### config.mk
export PLATFORM = sky130hd
export DESIGN_NAME = ex_mem_stage
export DESIGN_NICKNAME = d
export VERILOG_FILES = /design/src/rtl/ex_mem_stage.sv
export SDC_FILE = /design/constraint.sdc
export NUM_CORES = 1
export LEC_CHECK = 0
export CAP_MARGIN = 40
export CORE_MARGIN = 2
export CORE_UTILIZATION = 38
export DETAILED_ROUTE_END_ITERATION = 10
export PLACE_DENSITY = 0.67
export SLEW_MARGIN = 20
export SYNTH_ARGS = -nofsm -noshare
export SYNTH_HDL_FRONTEND = slang
export SYNTH_SLANG_ARGS = --single-unit
### constraint.sdc
create_clock -name i_clk -period 2 [get_ports i_clk]
set_clock_uncertainty 0.2 [all_clocks]
set_input_delay 0.3 -clock i_clk [delete_from_list [all_inputs] [get_ports i_clk]]
set_output_delay 0.3 -clock i_clk [all_outputs]
set_load 0.01 [all_outputs]
### src/rtl/ex_mem_stage.sv
// Purpose : EX/MEM boundary - finishes the integer ALU, registers the result
//           with control/side-band fields, exports the head entry for forwarding.
// Latency : 1 cycle from accept to o_* (o_mem_valid = 1).
// Backpressure: two-entry skid (HEAD + SKID); o_ex_ready = !skid_valid, taken
//           from registered state only, so a stall costs no throughput.
//
// Ports:
//   i_clk, i_rst_n, i_flush        clock, async active-low reset, kill entries
//   i_ex_valid / o_ex_ready        EX-side handshake
//   i_alu_op, i_op_a, i_op_b       ALU select and operands
//   i_sll/srl/sra_result           barrel-shifter results for the same operands
//   i_pc, i_rd_addr, i_rd_wren,
//   i_mem_wren, i_mem_rden,
//   i_store_data, i_wb_sel         side-band fields carried with the result
//   o_mem_valid / i_mem_ready      MEM-side handshake
//   o_alu_data ... o_wb_sel        registered HEAD fields
//   o_fwd_valid/rd_addr/data       forwarding view of HEAD
module ex_mem_stage (
  input  logic        i_clk,
  input  logic        i_rst_n,
  input  logic        i_flush,
  input  logic        i_ex_valid,
  output logic        o_ex_ready,
  input  logic [3:0]  i_alu_op,
  input  logic [31:0] i_op_a,
  input  logic [31:0] i_op_b,
  input  logic [31:0] i_sll_result,
  input  logic [31:0] i_srl_result,
  input  logic [31:0] i_sra_result,
  input  logic [31:0] i_pc,
  input  logic [4:0]  i_rd_addr,
  input  logic        i_rd_wren,
  input  logic        i_mem_wren,
  input  logic        i_mem_rden,
  input  logic [31:0] i_store_data,
  input  logic [1:0]  i_wb_sel,
  output logic        o_mem_valid,
  input  logic        i_mem_ready,
  output logic [31:0] o_alu_data,
  output logic [31:0] o_pc,
  output logic [31:0] o_store_data,
  output logic [4:0]  o_rd_addr,
  output logic        o_rd_wren,
  output logic        o_mem_wren,
  output logic        o_mem_rden,
  output logic [1:0]  o_wb_sel,
  output logic        o_fwd_valid,
  output logic [4:0]  o_fwd_rd_addr,
  output logic [31:0] o_fwd_data
);

  typedef struct packed {
    logic [31:0] alu_data;
    logic [31:0] pc;
    logic [31:0] store_data;
    logic [4:0]  rd_addr;
    logic        rd_wren;
    logic        mem_wren;
    logic        mem_rden;
    logic [1:0]  wb_sel;
  } ent_t;

  typedef enum logic [1:0] {
    EMPTY = 2'd0,
    ONE   = 2'd1,
    FULL  = 2'd2
  } state_t;

  state_t      state, state_nxt;
  ent_t        head_q, skid_q, in_ent;
  logic [31:0] alu_res;
  logic        head_vld, skid_vld;
  logic        accept, drain;
  logic        ld_head_in, ld_skid_in, ld_head_skid;

  // ---------------------------------------------------------------- ALU
  always_comb begin
    alu_res = '0;
    case (i_alu_op)
      4'd0:    alu_res = i_op_a + i_op_b;
      4'd1:    alu_res = i_op_a - i_op_b;
      4'd2:    alu_res = i_sll_result;
      4'd3:    alu_res = {31'd0, $signed(i_op_a) < $signed(i_op_b)};
      4'd4:    alu_res = {31'd0, i_op_a < i_op_b};
      4'd5:    alu_res = i_op_a ^ i_op_b;
      4'd6:    alu_res = i_srl_result;
      4'd7:    alu_res = i_sra_result;
      4'd8:    alu_res = i_op_a | i_op_b;
      4'd9:    alu_res = i_op_a & i_op_b;
      4'd10:   alu_res = i_op_b;
      default: alu_res = '0;
    endcase
  end

  always_comb begin
    in_ent            = '0;
    in_ent.alu_data   = alu_res;
    in_ent.pc         = i_pc;
    in_ent.store_data = i_store_data;
    in_ent.rd_addr    = i_rd_addr;
    in_ent.rd_wren    = i_rd_wren;
    in_ent.mem_wren   = i_mem_wren;
    in_ent.mem_rden   = i_mem_rden;
    in_ent.wb_sel     = i_wb_sel;
  end

  // ---------------------------------------------------------------- handshake
  assign head_vld   = (state != EMPTY);
  assign skid_vld   = (state == FULL);
  assign o_ex_ready = !skid_vld;
  assign accept     = i_ex_valid && o_ex_ready;
  assign drain      = head_vld && i_mem_ready;

  // ---------------------------------------------------------------- FSM
  always_ff @(posedge i_clk or negedge i_rst_n) begin
    if (!i_rst_n) state <= EMPTY;
    else          state <= state_nxt;
  end

  // Flush wins over everything; no data register is touched on a flush so
  // idle entries keep their last contents.
  always_comb begin
    state_nxt    = state;
    ld_head_in   = 1'b0;
    ld_skid_in   = 1'b0;
    ld_head_skid = 1'b0;
    if (i_flush) begin
      state_nxt = EMPTY;
    end else begin
      case (state)
        EMPTY: begin
          if (accept) begin
            ld_head_in = 1'b1;
            state_nxt  = ONE;
          end
        end
        ONE: begin
          if (accept && drain) begin
            ld_head_in = 1'b1;
          end else if (accept) begin
            ld_skid_in = 1'b1;
            state_nxt  = FULL;
          end else if (drain) begin
            state_nxt = EMPTY;
          end
        end
        FULL: begin
          if (drain) begin
            ld_head_skid = 1'b1;
            state_nxt    = ONE;
          end
        end
        default: state_nxt = EMPTY;
      endcase
    end
  end

  // ---------------------------------------------------------------- storage
  always_ff @(posedge i_clk or negedge i_rst_n) begin
    if (!i_rst_n) begin
      head_q <= '0;
      skid_q <= '0;
    end else begin
      if (ld_head_in)        head_q <= in_ent;
      else if (ld_head_skid) head_q <= skid_q;
      if (ld_skid_in)        skid_q <= in_ent;
    end
  end

  // ---------------------------------------------------------------- outputs
  assign o_mem_valid  = head_vld;
  assign o_alu_data   = head_q.alu_data;
  assign o_pc         = head_q.pc;
  assign o_store_data = head_q.store_data;
  assign o_rd_addr    = head_q.rd_addr;
  assign o_wb_sel     = head_q.wb_sel;
  // Side-effecting controls are masked so a stale head can never act.
  assign o_rd_wren    = head_vld && head_q.rd_wren;
  assign o_mem_wren   = head_vld && head_q.mem_wren;
  assign o_mem_rden   = head_vld && head_q.mem_rden;

  assign o_fwd_valid   = o_mem_valid && o_rd_wren && (o_rd_addr != 5'd0);
  assign o_fwd_rd_addr = o_rd_addr;
  assign o_fwd_data    = o_alu_data;

endmodule

==> key figures <==
Synth
  • Number of library cell types mapped by synthesis: 74
  • Cells after Synth: 1823
  • Top_reg_cell synth: dfrtp_1
  • Synth Cell Area: 15900 um2
  • Seq cells post-synth: 214
  • Synth Area per Inst: 8.71 um2
  • Syn Nets: 2169
  • Seq/Total Area, Yosys: 0.337
  • FFs w/ async S/R, synth: 1.00
  • Yosys Warn Count: 0
  • Post-synth EDFFs: 0

Power
  • Leak: 12.0 nW
  • Switching share of total power: 0.326
  • Register share of total power: 0.349
  • Power share of the clock group: 0.232
  • Switching power: 5.72 mW
  • Max IR drop VDD: 0.000464 V
  • Part of the power in combinational logic: 0.418
  • Power per cell area: 657 nW/um2
  • Internal: 11.8 mW

CTS
  • Clock buffer count from CTS: 20
  • Reg clk slew, reported paths: 0.07 ns
  • Clk buf depth: 3
  • Htree depth: 1
  • TritonCTS clock tree: built
  • CTS root buffer: clkbuf_16
  • Sink Count: 214
  • Insertion delay to the later sink of the worst-skew pair: 0.49 ns

Timing
  • Final Hold Viols: 0
  • RSZ-0062 raised after global routing: true
  • Slew margin rel.: 0.595
  • Final setup fails: 69
  • Worst-Margin Slew: 0.601 ns
  • Crit share post-route: 1.47
  • Final Slew Violations: 0
  • Min Tclk post-route: 2.94 ns
  • Hold slack final: 0.0972 ns
  • Post-layout worst setup margin: -0.936 ns
  • TNS Setup: -35.62 ns
  • Fmax: 0.341 GHz

Finish
  • Fin nets: 2876
  • # fillers: 3223
  • Layout cells sized above 1: 0.427
  • Finished Core Util: 0.652
  • Ant. Diodes: 0
  • Syn-to-layout area delta: 68.3%

Detailed routing
  • Routed vias/inst: 5.62
  • Vias: 17300
  • # DRC: 0
  • DRT Pass-1 Iters: 5
  • Final ANT Viol Nets: 0
  • 1st-iter DRT viols: 1301
  • Final wirelength: 66200 um
  • Wire per inst: 21.5 um

GRT
  • First-pass GRT wire length: 97200 um
  • Pin count of the biggest net entering global routing: 64
  • Vias in the first global route: 17400
  • Gr usage total: 0.281
  • Antenna violations before repair: 2
  • Total congestion overflow: 0

Setup path
  • R2R depth: 8
  • CP endpoint kind: flip-flop
  • Arrival time at the worst endpoint: 3.11 ns
  • Crit Path Category: in2reg
  • Critical path fanouts, max: 4
  • Critical path data required time: 2.17 ns
  • Type of origin of the critical path: primary input

Floorplan
  • Chip Width: 208 um
  • Total core area: 41000 um2
  • Die Ht: 208 um
  • IO Pins: 389
  • Initial Util: 0.387
  • Die area: 43400 um2
  • Cell row count: 74

Status
  • Violated checks: negative setup slack
  • Status: finished, violations left

Run
  • Max-cap violations: 0

Placed design
  • Post-DP HPWL: 48000 um
  • Port-buffer cells: 388
  • GPL Wtd Cong: 1.00

Hold path
  • Worst Hold Class: in2async
[cell families after synthesis]
group | count (synthesis) | synth area share
AOI/OAI and AO/OA | 552 | 0.241
buffers and inverters | 360 | 0.118
adders and majority gates | 103 | 0.0821
DFF | 214 | 0.337
muxes | 129 | 0.0881
xor gates and xnor gates | 4 | 0.00221
and+or+nand+nor | 461 | 0.131
[cells in the mapped netlist (all sizes together) (29+ instances only)]
master / number / area [um2]
a21oi: 95 / 475
a221oi: 29 / 254
a22oi: 96 / 721
buf: 163 / 1140
clkbuf: 92 / 345
dfrtp: 214 / 5360
ha: 101 / 1260
inv: 105 / 394
mux2: 86 / 968
mux2i: 43 / 430
nand2: 205 / 769
nand3: 36 / 180
nor2: 94 / 355
nor3: 32 / 160
o21ai: 125 / 626
[state kept, by name, indices dropped and copies added, names as in the netlist]
signal         cells
o_fwd_rd_addr      5
o_pc              32
o_alu_data        32
skid_q           106
state              2
o_store_data      32
o_wb_sel           2
head_q             3
[worst paths after layout]
| path | from | endpoint | slack, ns |
|---|---|---|---|
| max | i_op_a[0] | skid_q[95]$_DFFE_PN0P_ | -0.94 |
| min | i_rst_n | o_store_data[3]$_DFFE_PN0P_ | 0.1 |
| max reg2reg | state[0]$_DFFE_PN0P_ | o_fwd_rd_addr[2]$_DFFE_PN0P_ | -0.09 |
| min reg2reg | o_pc[15]$_DFFE_PN0P_ | o_pc[15]$_DFFE_PN0P_ | 0.27 |
| max in group asynchronous | i_rst_n | skid_q[46]$_DFFE_PN0P_ | 0.83 |
| min in group i_clk | i_store_data[4] | o_store_data[4]$_DFFE_PN0P_ | 0.18 |
[layout by cell type (no fill, tap or decap), drive strengths merged, types with 32 or more instances in the layout]
master | Yosys | final
nor3 | 32 | 32
a21oi | 95 | 95
dlygate4sd2 | 0 | 32
buf | 163 | 568
ha | 101 | 101
a22oi | 96 | 96
nand3 | 36 | 36
nand2 | 205 | 205
mux2 | 86 | 86
mux2i | 43 | 43
o21ai | 125 | 125
clkbuf | 92 | 43
dfrtp | 214 | 214
inv | 105 | 104
nor2 | 94 | 94
clkdlybuf4s50 | 0 | 290
[power by group through the flow]
stage	clock [mW]	sequential (mW)	combinational, mW
3_3_place_gp	0	6.06	6.03
4_1_cts	4.15	6.07	6.81
5_1_grt	4.36	6.24	7.82
3_5_place_dp	0	6.14	6.15
6_report	4.08	6.13	7.35
2_1_floorplan	0	5.85	3.53
[cell type report]
class | count | area (um2) | area share
Clock buffer | 25 | 581 | 0.0217
Clock inverter | 11 | 136 | 0.00510
Inverter | 105 | 458 | 0.0171
Tap cell | 532 | 666 | 0.0249
Sequential cell | 214 | 5370 | 0.201
Multi-Input combinational cell | 1249 | 10800 | 0.405
Timing Repair Buffer | 940 | 8700 | 0.325
[repair_timing]
| action | 4_1_cts | 5_1_grt |
|---|---|---|
| gates resized for setup | 461 | 297 |
| endpoints found under the setup margin | 148 | 153 |
| cloned | 2 | 11 |
| buffers inserted | 81 | 46 |
| endpoints found under the hold margin | 214 | 0 |
| pin swaps | 113 | 152 |
| hold buffers | 1 | 0 |
[stage by stage]
step | worst slack (ns) | cell area (um2) | power (mW) | instances
finish | -0.936 | 26700 | 17.6 | 3076
global route | -0.980 | 26700 | 18.4 | 3076
floorplan | -1.03 | 16500 | 9.38 | 1823
detailed placement | -1.85 | 23000 | 12.3 | 2925
CTS | -1.05 | 25400 | 17.0 | 3036
global placement | -1.83 | 23000 | 12.1 | 2925
[worst max-delay path: stages]
cell	delay, ns
buf_6	0.09
buf_6	0.10
ha_4	0.16
buf_4	0.13
buf_6	0.12
a211oi_4	0.28
o21bai_2	0.13
a211oi_2	0.22
buf_4	0.18
a31oi_4	0.14
a2111o_1	0.44
a211oi_2	0.24
mux2i_1	0.13
o2bb2ai_2	0.16
mux2_4	0.27
[per-layer routing]
| layer | GRT usage | vias to the layer above | wire, um |
|---|---|---|---|
| met3 | 0.0349 | 110 | 4230 |
| met5 | 0 | - | 13 |
| li1 | - | 7875 | - |
| met4 | 0.0814 | 2 | 1810 |
| met1 | 0.364 | 8584 | 27300 |
| met2 | 0.489 | 728 | 32900 |
No activity file was read; power rests on OpenSTA's default activity.
